File: config.mk
export PLATFORM = sky130hd
export DESIGN_NAME = dut_stream_fifo
export DESIGN_NICKNAME = d
export VERILOG_FILES = /design/src/rtl/dut_pkg.sv /design/src/rtl/dut_fifo_mem.sv /design/src/rtl/dut_stream_fifo.sv
export SDC_FILE = /design/constraint.sdc
export NUM_CORES = 1
export LEC_CHECK = 0
export BUFFER_PORTS_ARGS = -buffer_cell sky130_fd_sc_hd__buf_2
export CAP_MARGIN = 20
export CORE_AREA = 5 5 126 128
export CTS_BUF_LIST = sky130_fd_sc_hd__clkbuf_8
export CTS_CLUSTER_SIZE = 40
export DETAILED_ROUTE_END_ITERATION = 16
export DIE_AREA = 0 0 131 133
export SYNTH_ARGS = -nofsm -noshare
export SYNTH_HDL_FRONTEND = slang
export SYNTH_SLANG_ARGS = --single-unit
File: constraint.sdc
create_clock -name clk -period 10.4 [get_ports clk]
set_input_delay 1.56 -clock clk [delete_from_list [all_inputs] [get_ports clk]]
set_output_delay 1.56 -clock clk [all_outputs]
set_load 0.1 [all_outputs]
File: src/rtl/dut_pkg.sv
`default_nettype none
// ============================================================================
//  Module      : dut_pkg
//  Description : Shared constants and types for the stream FIFO block and its
//                bench: default data width and depth, the output-stage state
//                type, and the clock period / drive skew used by the bench.
//  Revision    : 1.0  initial release
// ============================================================================
package dut_pkg;

    localparam int DATA_W_DEF = 16;
    localparam int DEPTH_DEF  = 8;

    // Bench clock period and the delay after an active edge at which inputs
    // are driven and registered outputs are sampled.
    localparam int CYCLE      = 10;
    localparam int DRIVE_SKEW = CYCLE / 10;

    // Output register state: EMPTY means dout carries no word.
    typedef enum logic [0:0] {
        EMPTY = 1'b0,
        VALID = 1'b1
    } out_state_e;

endpackage : dut_pkg
`default_nettype wire

File: src/rtl/dut_fifo_mem.sv
`default_nettype none
// ============================================================================
//  Module      : dut_fifo_mem
//  Description : ENTRIES x DATA_W register array, one synchronous write port
//                and one asynchronous read port. The storage is not reset;
//                the owner tracks which entries hold live words.
//  Ports       : clk      - clock
//                we_i     - write enable
//                waddr_i  - write address
//                wdata_i  - write data
//                raddr_i  - read address
//                rdata_o  - read data (combinational from raddr_i)
//  Revision    : 1.0  initial release
// ============================================================================
module dut_fifo_mem #(
    parameter int DATA_W  = 16,
    parameter int ENTRIES = 7,
    parameter int ADDR_W  = 3
) (
    input  logic              clk,
    input  logic              we_i,
    input  logic [ADDR_W-1:0] waddr_i,
    input  logic [DATA_W-1:0] wdata_i,
    input  logic [ADDR_W-1:0] raddr_i,
    output logic [DATA_W-1:0] rdata_o
);

    logic [DATA_W-1:0] mem_q [ENTRIES];

    always_ff @(posedge clk) begin
        if (we_i) begin
            mem_q[waddr_i] <= wdata_i;
        end
    end

    assign rdata_o = mem_q[raddr_i];

endmodule : dut_fifo_mem
`default_nettype wire

File: src/rtl/dut_stream_fifo.sv
`default_nettype none
// ============================================================================
//  Module      : dut_stream_fifo
//  Description : First-word-fall-through stream FIFO with valid/ready on both
//                sides. Capacity is DEPTH words: DEPTH-1 in a memory plus the
//                dout register. Reports occupancy and an almost-full flag and
//                supports a synchronous flush.
//  Ports       : clk, rst        - clock, asynchronous active-high reset
//                flush           - synchronous clear of all stored words
//                din/din_valid   - write side, accepted when din_ready
//                din_ready       - registered, count_next < DEPTH
//                dout/dout_valid - registered head of queue
//                dout_ready      - consumer takes dout
//                count           - words held (memory + output register)
//                almost_full     - count >= AFULL_TH
//  Revision    : 1.0  initial release
// ============================================================================
module dut_stream_fifo
    import dut_pkg::*;
#(
    parameter int DATA_W   = DATA_W_DEF,
    parameter int DEPTH    = DEPTH_DEF,
    parameter int AFULL_TH = DEPTH - 2
) (
    input  logic                       clk,
    input  logic                       rst,
    input  logic                       flush,
    input  logic [DATA_W-1:0]          din,
    input  logic                       din_valid,
    output logic                       din_ready,
    output logic [DATA_W-1:0]          dout,
    output logic                       dout_valid,
    input  logic                       dout_ready,
    output logic [$clog2(DEPTH+1)-1:0] count,
    output logic                       almost_full
);

    localparam int PTR_W     = $clog2(DEPTH);
    localparam int CNT_W     = $clog2(DEPTH + 1);
    localparam int MEM_DEPTH = DEPTH - 1;

    localparam logic [PTR_W-1:0] C_PTR_LAST  = PTR_W'(MEM_DEPTH - 1);
    localparam logic [CNT_W-1:0] C_CNT_ONE   = CNT_W'(1);
    localparam logic [CNT_W-1:0] C_CNT_FULL  = CNT_W'(DEPTH);
    localparam logic [CNT_W-1:0] C_CNT_AFULL = CNT_W'(AFULL_TH);

    // Memory depth is not a power of two, so pointers wrap by compare.
    function automatic logic [PTR_W-1:0] ptr_inc(input logic [PTR_W-1:0] p);
        return (p == C_PTR_LAST) ? '0 : p + 1'b1;
    endfunction

    out_state_e        state_q,     state_d;
    logic [DATA_W-1:0] dout_q,      dout_d;
    logic [PTR_W-1:0]  wr_ptr_q,    wr_ptr_d;
    logic [PTR_W-1:0]  rd_ptr_q,    rd_ptr_d;
    logic [CNT_W-1:0]  count_q,     count_d;
    logic              din_ready_q, din_ready_d;
    logic              afull_q,     afull_d;

    logic              push;
    logic              pop;
    logic              mem_empty;
    logic              load_slot;
    logic              rd_en;
    logic              bypass;
    logic              mem_we;
    logic [DATA_W-1:0] mem_rdata;

    always_comb begin
        push      = din_valid && din_ready_q;
        pop       = (state_q == VALID) && dout_ready;
        // Words in memory = count minus the one parked in dout (if any).
        mem_empty = (state_q == VALID) ? (count_q <= C_CNT_ONE) : (count_q == '0);
        // The output register will be free after this edge.
        load_slot = (state_q == EMPTY) || pop;
        rd_en     = load_slot && !mem_empty;
        // din goes straight to dout only when nothing older is queued.
        bypass    = load_slot && mem_empty && push;
        mem_we    = push && !bypass && !flush;

        state_d     = state_q;
        dout_d      = dout_q;
        wr_ptr_d    = wr_ptr_q;
        rd_ptr_d    = rd_ptr_q;
        count_d     = count_q;

        if (rd_en) begin
            dout_d   = mem_rdata;
            state_d  = VALID;
            rd_ptr_d = ptr_inc(rd_ptr_q);
        end else if (bypass) begin
            dout_d   = din;
            state_d  = VALID;
        end else if (load_slot) begin
            state_d  = EMPTY;
        end

        if (mem_we) begin
            wr_ptr_d = ptr_inc(wr_ptr_q);
        end

        unique case ({push, pop})
            2'b10:   count_d = count_q + C_CNT_ONE;
            2'b01:   count_d = count_q - C_CNT_ONE;
            default: count_d = count_q;
        endcase

        // Flush overrides any push/pop; dout keeps its stale contents.
        if (flush) begin
            state_d  = EMPTY;
            dout_d   = dout_q;
            wr_ptr_d = '0;
            rd_ptr_d = '0;
            count_d  = '0;
        end

        din_ready_d = (count_d < C_CNT_FULL);
        afull_d     = (count_d >= C_CNT_AFULL);
    end

    always_ff @(posedge clk or posedge rst) begin
        if (rst) begin
            state_q     <= EMPTY;
            dout_q      <= '0;
            wr_ptr_q    <= '0;
            rd_ptr_q    <= '0;
            count_q     <= '0;
            din_ready_q <= 1'b0;
            afull_q     <= 1'b0;
        end else begin
            state_q     <= state_d;
            dout_q      <= dout_d;
            wr_ptr_q    <= wr_ptr_d;
            rd_ptr_q    <= rd_ptr_d;
            count_q     <= count_d;
            din_ready_q <= din_ready_d;
            afull_q     <= afull_d;
        end
    end

    dut_fifo_mem #(
        .DATA_W  (DATA_W),
        .ENTRIES (MEM_DEPTH),
        .ADDR_W  (PTR_W)
    ) u_mem (
        .clk     (clk),
        .we_i    (mem_we),
        .waddr_i (wr_ptr_q),
        .wdata_i (din),
        .raddr_i (rd_ptr_q),
        .rdata_o (mem_rdata)
    );

    assign din_ready   = din_ready_q;
    assign dout        = dout_q;
    assign dout_valid  = (state_q == VALID);
    assign count       = count_q;
    assign almost_full = afull_q;

endmodule : dut_stream_fifo
`default_nettype wire

## Word level (Yosys, flattened, before mapping)

Memories as Yosys holds them, arrays and structs flattened.
Cells that the tools add are included.

- $add $sub $neg: 4
- Order comparisons: 3
- Eq/ne operators: 4
- Muxes and demuxes: 17
- Bitwise logic cells: 2
- Reductions and logical operators: 17

Operators with widths:

| operator | count |
|---|---|
| 2-to-1 mux 16 bit | 2 |
| 2-to-1 mux 3 bit | 6 |
| case mux 4 bit (2 select lines) | 1 |
| logical AND 1 bit | 7 |
| 2-to-1 mux 1 bit | 7 |
| adder 3 x 1 -> 3 bit (second input constant) | 2 |
| == test 3 bit (second input constant) | 2 |
| nonzero test 2 bit | 3 |
| adder 4 x 1 -> 4 bit (second input constant) | 1 |
| greater-or-equal comparator 4 x 3 -> 1 bit (second input constant) | 1 |
| <= comparator 4 x 1 -> 1 bit (second input constant) | 1 |
| logical NOT 4 bit | 1 |
| less-than comparator 4 bit (second input constant) | 1 |
| 2-to-1 mux 4 bit | 1 |
| nonzero test 4 bit | 1 |
| subtractor 4 x 1 -> 4 bit (second input constant) | 1 |
| logical NOT 1 bit | 3 |
| == test 2 x 1 -> 1 bit (second input constant) | 1 |
| == test 2 bit (second input constant) | 1 |
| inverter 1 bit | 2 |
| AND reduction 2 bit | 1 |
| logical OR 1 bit | 1 |

- Flip-flop bits (word level): 29
- Memory bits (writable): 112
- Input bits: 21
- Output and inout port bits: 23
- Logic and storage cells: 55
- Memories: 1

Memory list:

| name | words | bits a word | rd ports | clocked after memory_dff | write ports | RTL line | RTL |
|---|---|---|---|---|---|---|---|
| u_mem.mem_q | 7 | 16 | 1 | 0 | 1 | dut_fifo_mem.sv:28 | `logic [DATA_W-1:0] mem_q [ENTRIES];` |

## Logic depth before layout (Yosys ltp)

Gate-level depths: netlist of run 1.

- Depth in word-level cells: 9
- Mapped depth: 8
- Gate-level depth less buffers: 8

## Cells and area by module

Synthesis of run 1 repeated with hierarchy kept, for this count alone.

- Cell total of the unflattened synthesis: 385
- Area total of the unflattened synthesis: 6,193.4 um^2

Modules (own cells, without submodules):

| module | times used | cells an instance | area an instance (um^2) | sequential area each (um^2) |
|---|---|---|---|---|
| dut_fifo_mem | 1 | 237 | 4,570.6 | 3,363.2 |
| dut_stream_fifo | 1 | 148 | 1,622.8 | 725.7 |

## Least setup slack after synthesis of run 1

Ideal clock, no wire load.

- Kind: input to register
- Start point: input dout_ready
- End point: memory u_mem.mem_q[3][0] (enable)
- Library setup time: 0.436 ns
- Data arrival time: 4.016 ns
- Data required time: 9.964 ns
- Path slack: 5.948 ns
- Stages: 4
- Buffers on the path: 0
- Path through: nand2b_1 > a31oi_2 > nand2_1 > nor4b_1

- Longest elaborated chain between the ends: 9

Ends and longest elaborated chain:

| item | RTL line | RTL |
|---|---|---|
| from (decl) | dut_stream_fifo.sv:33 | `input logic dout_ready,` |
| logical AND 1 bit | dut_stream_fifo.sv:71 | `pop = (state_q == VALID) && dout_ready;` |
| logical OR 1 bit | dut_stream_fifo.sv:75 | `load_slot = (state_q == EMPTY) \|\| pop;` |
| logical AND 1 bit (2 in a row) | dut_stream_fifo.sv:78 | `bypass = load_slot && mem_empty && push;` |
| logical NOT 1 bit | dut_stream_fifo.sv:79 | `mem_we = push && !bypass && !flush;` |
| logical AND 1 bit (2 in a row) | dut_stream_fifo.sv:79 |  |
| 2-to-1 mux 1 bit | dut_fifo_mem.sv:31 | `if (we_i) begin` |
| 2-to-1 mux 1 bit (implied by the code) | dut_fifo_mem.sv:32 | `mem_q[waddr_i] <= wdata_i;` |
| to (decl) | dut_fifo_mem.sv:28 |  |

Every way passes these cells.

## Final worst setup path of run 1

- Start point: register count_q[0] (netlist: count[0])
- End point: output count[0]

RTL lines:

| item | RTL line | RTL |
|---|---|---|
| from (decl) | dut_stream_fifo.sv:56 | `logic [CNT_W-1:0] count_q, count_d;` |
| from (signal assigned) | dut_stream_fifo.sv:135 | `count_q <= count_d;` |
| to (decl) | dut_stream_fifo.sv:34 | `output logic [$clog2(DEPTH+1)-1:0] count,` |

No word-level cell between the ends.

==> reports/results.tsv, run 1 <==
stage	metric	value	unit
clock_network	post_cts resized	0	
clock_network	Post-CTS Hold Buffers	0	
route	DR vias/cell	5.12	
yosys	sequential area share after synthesis	0.695	
yosys	post-synthesis register bit count	141	
route	DRT iter0 DRCs	177	
sta	Slew headroom	0.394	
worst_setup_path	largest fanout on the critical path	9	
floorplanning	total die area	17400	um^2
sta	RSZ-0062 raised after global routing	no	
layout	share of post-route cells with drive strength above 1	0.188	
power	Reg power frac	0.466	
floorplanning	die height	133	um
grt	Tot GR Track Use	0.148	
yosys	Most used DFF post-synth	edfxtp_1	
sta	Final period util	0.289	
grt	first-pass GRT wire length	19100	um
worst_setup_path	crit path cell chain	buf_2	
worst_setup_path	critical path's top delay family	flip-flops	
sta	Worst Clk Skew	0.00721	ns
job	Max-Cap Viols	0	
clock_network	clock transition at the registers of the reported paths	0.07	ns
floorplanning	die width	131	um
clock_network	CTS tree	done	
yosys	Mapped Nets	437	
route	ANT nets after route	0	
worst_setup_path	Worst EP arrival	1.44	ns
yosys	synth top area cells	edfxtp_1, dfrtp_1, mux2i_1, nand2_1, a211oi_1	
grt	largest net degree at the start of global routing	68	
sta	Fmax achieved	333	MHz
floorplanning	Starting Density	0.399	
clock_network	CTS HTree Levels	4	
route	final wirelength	12000	um
layout	# diodes	0	
placement	HPWL Detailed	7240	um
sta	TNS Setup	0	ns
sta	fin worst setup slack	7.40	ns
clock_network	Clock Latency Late Sink	0.44	ns
route	wire per inst	18.3	um
worst_setup_path	Worst Path Buf+Inv	1	
worst_setup_path	Req. time, crit path	8.84	ns
worst_setup_path	slowest stage delay, CP	0.52	ns
yosys	Post-Synthesis Cells	411	
power	NetSw	523	uW
yosys	synth unique cells	42	
run_status	outcome	finished, final reports clean	
clock_network	Post-CTS Setup Bufs	0	
grt	grt total ovfl	0	
hold_path	HP Class	reg2reg	
sta	Slew @ Worst Pin	0.907	ns
placement	post-place setup slack	7.08	ns
sta	Max Transition Viols Final	0	
clock_network	clock sink total	141	
yosys	post-synth top area cell	edfxtp_1	
sta	Hold Fails Final Rpt	0	
yosys	Post-synth ARST share	0.206	
placement	gpl congestion	0.765	
clock_network	Bufs on Longest Clock Path	2	
power	combinational share of power	0.276	
yosys	count leader, synth	edfxtp_1	
power	PwrDens	216	nW/um^2
worst_setup_path	CP Capture Type	primary output	
sta	endpoints failing setup	0	
grt	initial antenna violation count	0	
yosys	Yosys Warn Count	0	
route	vias	3361	
layout	Final #Nets	482	
floorplanning	Core Box Area	14800	um^2
grt	vias in the first global route	3459	
yosys	EDFF count, synth	112	
power	maximum vdd drop	0.152	mV
worst_setup_path	CP Class	reg2out	
sta	post-layout min period	3.00	ns
floorplanning	io pins	44	
worst_setup_path	kind of start point of the critical path	flip-flop	
power	Int Pwr	901	uW
yosys	Mapped Area	5880	um^2
route	DRT Pass-1 Iters	4	
clock_network	CTS buffer count	17	
placement	port buffer count	43	
floorplanning	# rows	45	
yosys	Synth top cells by count	edfxtp_1, mux2i_1, nand2_1	
power	Sw Share	0.367	
route	DRC errors left	0	
clock_network	Root Driver	clkbuf_8	
power	clock share of power	0.259	
worst_setup_path	Worst path slowest cell	dfrtp_1	
yosys	post-synth top area share	0.572	
layout	Area Growth Syn to Fin	12.3	%
power	Leak	2.32	nW
yosys	Avg Synthesized Cell Area	14.3	um^2
==> state kept, by name (all words and copies together) (netlist names) <==
| signal | flops |
|---|---|
| u_mem.mem_q | 112 |
| dout | 16 |
| dout_valid | 1 |
| din_ready | 1 |
| count | 4 |
| almost_full | 1 |
| wr_ptr_q | 3 |
| rd_ptr_q | 3 |
==> power by group through the flow <==
stage               Clock [mW]  Combinational, mW  Sequential [mW]
detailed placement           0              0.397            0.675
finish                   0.369              0.392            0.663
floorplan                    0              0.131            0.864
global route             0.407              0.417            0.668
global placement             0              0.392            0.674
CTS                      0.383              0.397            0.664
==> cell type report <==
class,count,area [um^2]
fill,1368,8150
sequential,141,4090
multi-input combinational,234,1620
timing repair buffer,54,298
tap,188,235
clock buffer,17,234
clock inverter,15,95.1
inverter,8,30.0
==> worst paths after layout <==
kind,slack [ns],cells past startpoint,endpoint,from
worst max-delay path,7.40,1,count[0],count[0]
worst min-delay path,0.47,2,dout[1],dout[1]
worst max register to register,7.86,7,u_mem.mem_q[3][8],count[0]
worst min register to register,0.47,2,dout[1],dout[1]
max in group asynchronous,8.87,3,rd_ptr_q[1],rst
min in group asynchronous,1.21,3,count[1],rst
==> stage by stage <==
stage	power, mW	cell area, um^2	instances	hold slack, ns	utilization
after global routing	1.49	6610	657	0.512	0.448
after detailed placement	1.07	6280	625	0.462	0.426
final	1.42	6610	657	0.472	0.448
after floorplan	0.995	5880	411	0.526	-
after CTS	1.44	6610	657	0.478	0.448
after global placement	1.07	6280	625	0.458	0.426
==> kinds of logic after synthesis <==
group	share of synthesized area
buf+inv	0.0347
fa+ha+maj	0.0106
mux	0.0868
flops	0.695
simple gates	0.0698
compound gates	0.103
==> metal layers <==
metal  global-route usage  wire length, um
met1                0.195             5380
met2                0.232             5980
met3               0.0400              606
met4               0.0531               42
met5                    0                0
==> layout by cell type (no fill, tap or decap), types with 2 or more instances in the layout <==
cell type   instances
buf_2              43
buf_4              11
inv_1              13
nand3b_1            3
edfxtp_1          112
nor4_2              2
o31ai_1            16
nor2b_1             5
nor3_2              3
a211oi_1           18
nand2_1            37
clkinvlp_4          2
clkinv_2            4
nor3_1              2
o211a_1             2
mux2i_1            51
ha_1                5
o21ai_0            20
dfrtp_1            28
nand2b_1            4
o22ai_1            16
a21oi_1             8
clkinv_1            3
a21o_1              3
nor2_1             22
clkbuf_8           17
No activity file was read; power rests on OpenSTA's default activity.
==> run 2, diff against run 1 <==
clock period = 2.6 ns   (was 10.4 ns; I/O delays follow)
==> reports/results.tsv, run 2 (synthesis gave the netlist of run 1 again) <==
stage	metric	value	unit	change
run_status	outcome	finished, final reports clean		unchanged
layout	Final #Nets	491		was 482
floorplanning	Starting Density	0.399		unchanged
worst_setup_path	Worst Path Buf+Inv	1		unchanged
sta	Slew headroom	0.441		was 0.394
power	Leak	2.40	nW	was 2.32 nW
floorplanning	Core Box Area	14800	um^2	unchanged
floorplanning	die width	131	um	unchanged
route	DRT Pass-1 Iters	4		unchanged
worst_setup_path	CP Class	reg2reg		was reg2out
clock_network	clock transition at the registers of the reported paths	0.08	ns	was 0.07 ns
placement	Placement Cell Area	6430	um^2	was 6280 um^2
clock_network	Bufs on Longest Clock Path	2		unchanged
grt	largest net degree at the start of global routing	30		was 68
worst_setup_path	crit path cell chain	ha_2 > a21o_1 > a31oi_4 > nand2_4 > nor4b_4 > buf_4		was buf_2
worst_setup_path	Worst path slowest cell	dfrtp_4		was dfrtp_1
worst_setup_path	critical path's top delay family	compound AO/OA/AOI/OAI gates		was flip-flops
worst_setup_path	slowest stage delay, CP	0.53	ns	was 0.52 ns
worst_setup_path	Critical R2R Launch	count[0]		unchanged
clock_network	CTS tree	done		unchanged
clock_network	CTS buffer count	17		unchanged
sta	Worst Clk Skew	0.0116	ns	was 0.00721 ns
layout	Top reg by flops	u_mem.mem_q		unchanged
clock_network	CTS HTree Levels	4		unchanged
floorplanning	# rows	45		unchanged
job	Max-Cap Viols	0		unchanged
layout	max FFs per register	112		unchanged
sta	Final period util	0.894		
clock_network	Clock Latency Late Sink	0.44	ns	about the same
worst_setup_path	Worst EP arrival	2.44	ns	was 1.44 ns
layout	commonest non-fill, non-tap cell in the layout	edfxtp_1		unchanged
sta	RSZ-0062 raised after global routing	no		unchanged
grt	grt total ovfl	0		unchanged
clock_network	post_cts resized	0		unchanged
sta	endpoints failing setup	0		unchanged
route	ANT nets after route	0		unchanged
power	maximum vdd drop	0.590	mV	was 0.152 mV
floorplanning	total die area	17400	um^2	unchanged
route	DRT iter0 DRCs	254		was 177
layout	fin area	6860	um^2	was 6610 um^2
layout	fill count	1326		was 1368
floorplanning	die height	133	um	unchanged
grt	initial antenna violation count	0		unchanged
grt	first-pass GRT wire length	19700	um	was 19100 um
floorplanning	io pins	44		unchanged
worst_setup_path	reg2reg end	u_mem.mem_q[3][1]		was u_mem.mem_q[3][8]
placement	port buffer count	43		unchanged
route	wire per inst	18.6	um	was 18.3 um
clock_network	Root Driver	clkbuf_8		unchanged
sta	Max Transition Viols Final	0		unchanged
sta	Slew @ Worst Pin	0.839	ns	was 0.907 ns
worst_setup_path	kind of start point of the critical path	flip-flop		unchanged
worst_setup_path	largest fanout on the critical path	16		was 9
sta	worst hold slack	0.0401	ns	was 0.472 ns
clock_network	clock sink total	141		unchanged
placement	gpl congestion	0.767		was 0.765
sta	Hold Fails Final Rpt	0		unchanged
layout	# diodes	0		unchanged
sta	post-layout min period	2.33	ns	
clock_network	Post-CTS Hold Buffers	0		unchanged
route	vias	3459		was 3361
layout	share of post-route cells with drive strength above 1	0.243		was 0.188
grt	vias in the first global route	3585		was 3459
worst_setup_path	Register-to-Register Path Depth	6		was 7
route	final wirelength	12400	um	was 12000 um
placement	HPWL Detailed	7890	um	was 7240 um
worst_setup_path	Req. time, crit path	2.72	ns	was 8.84 ns
power	PwrDens	899	nW/um^2	was 216 nW/um^2
route	DRC errors left	0		unchanged
sta	Fmax achieved	430	MHz	
hold_path	HP Class	in2async		was reg2reg
worst_setup_path	R2R Setup Slk	0.27	ns	was 7.86 ns
layout	most frequent cells in the layout	edfxtp_1, mux2i_1, buf_2		unchanged
route	DR vias/cell	5.20		was 5.12
clock_network	Post-CTS Setup Bufs	0		unchanged
worst_setup_path	CP Capture Type	flip-flop		was primary output
layout	Area Growth Syn to Fin	16.7	%	was 12.3%
sta	TNS Setup	0	ns	unchanged
grt	Tot GR Track Use	0.150		was 0.148
-- run 2: changes by cell type in the layout (fill, tap and decap cells not counted), sizes merged --
cell / change
clkbuf: +1
bufinv: +3
clkinv: -3
buf: +9
inv: -2
-- run 2: cell type report --
cell class | count | area (um^2) | area share
inverters | 8 | 30.0 | 0.00438
clock buffers | 18 | 248 | 0.0361
repair buffers | 63 | 365 | 0.0532
clock inverters | 13 | 189 | 0.0275
multi-input cells | 234 | 1690 | 0.247
flip-flops and latches | 141 | 4100 | 0.598
well taps | 188 | 235 | 0.0343
-- run 2: stage by stage --
step,utilization,cells,power (mW),worst slack (ns)
4_1_cts,0.465,665,6.24,0.267
3_3_place_gp,0.436,634,4.30,0.349
2_1_floorplan,-,411,4.00,0.00720
6_report,0.465,665,6.17,0.274
5_1_grt,0.465,665,6.43,0.191
3_5_place_dp,0.436,634,4.33,0.297
-- run 2: layer usage --
| layer | share of wire | GRT usage |
|---|---|---|
| met2 | 0.48 | 0.229 |
| met5 | 0 | 0 |
| met3 | 0.059 | 0.0444 |
| met4 | 0.0069 | 0.0543 |
| met1 | 0.46 | 0.204 |
-- run 2: report_power, final --
part | internal (mW) | switching, mW
sequential | 2.58 | 0.0964
clock | 1.07 | 0.834
combinational | 0.333 | 1.25
-- run 2: worst max path at each step --
stage	start	end	slack [ns]	cells past startpoint
final	count[0]	u_mem.mem_q[3][1]	0.27	6
after global routing	count[0]	u_mem.mem_q[3][13]	0.19	6
after floorplan	count[1]	u_mem.mem_q[3][0]	0.007	6
after detailed placement	count[0]	u_mem.mem_q[3][1]	0.30	6
after CTS	count[0]	u_mem.mem_q[3][7]	0.27	6
after global placement	count[0]	u_mem.mem_q[3][0]	0.35	6
-- run 2: worst register-to-register path, delay by kind of cell (launching register included) --
| family | cells | cell delay [ns] |
|---|---|---|
| adders and majority gates | 1 | 0.19 |
| DFF | 1 | 0.53 |
| and+or+nand+nor | 2 | 0.39 |
| AOI/OAI and AO/OA | 2 | 0.58 |
| buffers and inverters | 1 | 0.30 |
==> run 3, diff against run 2 <==
clock period = 1.85 ns   (was 2.6 ns; I/O delays follow)
==> reports/results.tsv, run 3 (synthesis gave the netlist of run 1 again) <==
stage	metric	value	unit	change
run_status	outcome	finished with violations		was finished, final reports clean
run_status	failing checks	negative setup slack		
hold_path	Hold Path Depth	2		
route	final wirelength	13700	um	was 12400 um
sta	Max Transition Viols Final	0		unchanged
placement	post-place setup slack	-0.341	ns	was 0.297 ns
floorplanning	# rows	45		unchanged
sta	Slew @ Worst Pin	0.503	ns	was 0.839 ns
floorplanning	Starting Density	0.399		unchanged
worst_setup_path	Worst path slowest cell	dfrtp_4		unchanged
route	ANT nets after route	0		unchanged
clock_network	Root Driver	clkbuf_8		unchanged
grt	Tot GR Track Use	0.163		was 0.150
worst_setup_path	critical path depth	7		was 6
worst_setup_path	Req. time, crit path	2.00	ns	was 2.72 ns
floorplanning	io pins	44		unchanged
clock_network	clock transition at the registers of the reported paths	0.08	ns	about the same
worst_setup_path	slowest stage delay, CP	0.51	ns	was 0.53 ns
layout	commonest non-fill, non-tap cell in the layout	edfxtp_1		unchanged
worst_setup_path	CP Capture Type	flip-flop		unchanged
floorplanning	total die area	17400	um^2	unchanged
worst_setup_path	kind of start point of the critical path	flip-flop		unchanged
placement	gpl congestion	0.763		was 0.767
layout	Final #Nets	522		was 491
layout	max FFs per register	112		unchanged
route	vias	3675		was 3459
clock_network	CTS buffer count	17		unchanged
sta	Final period util	1.12		was 0.894
layout	share of post-route cells with drive strength above 1	0.395		was 0.243
floorplanning	die width	131	um	unchanged
sta	Worst Clk Skew	0.0110	ns	was 0.0116 ns
clock_network	clock sink total	141		unchanged
sta	Hold Fails Final Rpt	0		unchanged
clock_network	Clock Latency Late Sink	0.44	ns	about the same
sta	endpoints failing setup	129		was 0
route	DR vias/cell	5.27		was 5.20
layout	most frequent cells in the layout	edfxtp_1, mux2i_1, buf_2		unchanged
grt	first-pass GRT wire length	21200	um	was 19700 um
worst_setup_path	critical path's top delay family	flip-flops		was compound AO/OA/AOI/OAI gates
power	Leak	2.71	nW	was 2.40 nW
route	DRC errors left	0		unchanged
clock_network	CTS HTree Levels	4		unchanged
hold_path	HP Class	in2reg		was in2async
sta	RSZ-0062 raised after global routing	yes		was no
layout	Area Growth Syn to Fin	30.4	%	was 16.7%
power	PnR Total Power	9.04	mW	was 6.17 mW
worst_setup_path	CP Class	reg2reg		unchanged
route	DRT iter0 DRCs	238		was 254
sta	Fmax achieved	482	MHz	was 430 MHz
layout	# diodes	0		unchanged
sta	post-layout min period	2.07	ns	was 2.33 ns
grt	initial antenna violation count	0		unchanged
route	DRT Pass-1 Iters	4		unchanged
worst_setup_path	Worst EP arrival	2.22	ns	was 2.44 ns
floorplanning	Core Box Area	14800	um^2	unchanged
sta	fin worst setup slack	-0.223	ns	was 0.274 ns
job	Max-Cap Viols	0		unchanged
power	PwrDens	1180	nW/um^2	was 899 nW/um^2
worst_setup_path	largest fanout on the critical path	16		unchanged
route	wire per inst	19.6	um	was 18.6 um
grt	grt total ovfl	0		unchanged
grt	vias in the first global route	3798		was 3585
worst_setup_path	crit path cell chain	ha_4 > a21o_1 > a31oi_4 > buf_4 > nand2b_4 > nor4_4 > buf_12		was ha_2 > a21o_1 > a31oi_4 > nand2_4 > nor4b_4 > buf_4
placement	HPWL Detailed	8780	um	was 7890 um
grt	largest net degree at the start of global routing	34		was 30
clock_network	Bufs on Longest Clock Path	2		unchanged
sta	Slew headroom	0.667		was 0.441
power	maximum vdd drop	0.644	mV	was 0.590 mV
worst_setup_path	Worst Path Buf+Inv	2		was 1
layout	Top reg by flops	u_mem.mem_q		unchanged
clock_network	CTS tree	done		unchanged
worst_setup_path	Register-to-Register Path Depth	7		was 6
placement	port buffer count	43		unchanged
floorplanning	die height	133	um	unchanged
==> run 3: what timing repair did <==
item,CTS,global route
setup endpoints to repair,130,133
pin swaps,4,6
hold buffers,1,0
setup buffers,5,3
resized for setup,55,49
endpoints found under the hold margin,29,0
gates cloned,3,1
==> run 3: routing by layer <==
metal	vias to the layer above	part of all wire	track usage
li1	1740	-	-
met2	76	0.47	0.240
met3	14	0.039	0.0367
met4	0	0.013	0.0531
met1	1845	0.48	0.240
met5	-	0	0
==> run 3: final timing paths <==
check	from	to	slack [ns]
min in group asynchronous	rst	wr_ptr_q[0]	0.48
hold / removal	flush	count[0]	0.12
setup reg to reg	count[0]	u_mem.mem_q[0][9]	-0.22
hold reg to reg	dout[6]	dout[6]	0.49
setup / recovery	count[0]	u_mem.mem_q[0][9]	-0.22
max in group asynchronous	rst	count[0]	1.01
==> run 3: where the power goes <==
| part | switching [mW] | internal, mW | total [mW] | leakage [nW] |
|---|---|---|---|---|
| Clock | 1.13 | 1.21 | 2.34 | 0.200 |
| Sequential | 0.152 | 3.62 | 3.77 | 1.37 |
| Combinational | 2.10 | 0.828 | 2.93 | 1.14 |
==> run 3: per-stage QoR <==
| stage | hold slack (ns) | area [um^2] | setup TNS, ns | utilization | cells |
|---|---|---|---|---|---|
| after floorplan | 0.356 | 6050 | -69.07 | - | 411 |
| after global placement | 0.402 | 6730 | -29.87 | 0.456 | 654 |
| after detailed placement | 0.409 | 6730 | -35.05 | 0.456 | 654 |
| after CTS | 0.0811 | 7450 | -23.52 | 0.505 | 695 |
| after global routing | 0.113 | 7670 | -31.88 | 0.520 | 697 |
| final | 0.125 | 7670 | -21.05 | 0.520 | 697 |
==> run 3: area by class of cell <==
class                      instances  area (um^2)
timing repair buffer              94          795
clock inverter                    14          131
clock buffer                      18          248
inverter                           8         30.0
fill                            1233         7080
tap                              188          235
multi-input combinational        234         2130
sequential                       141         4110
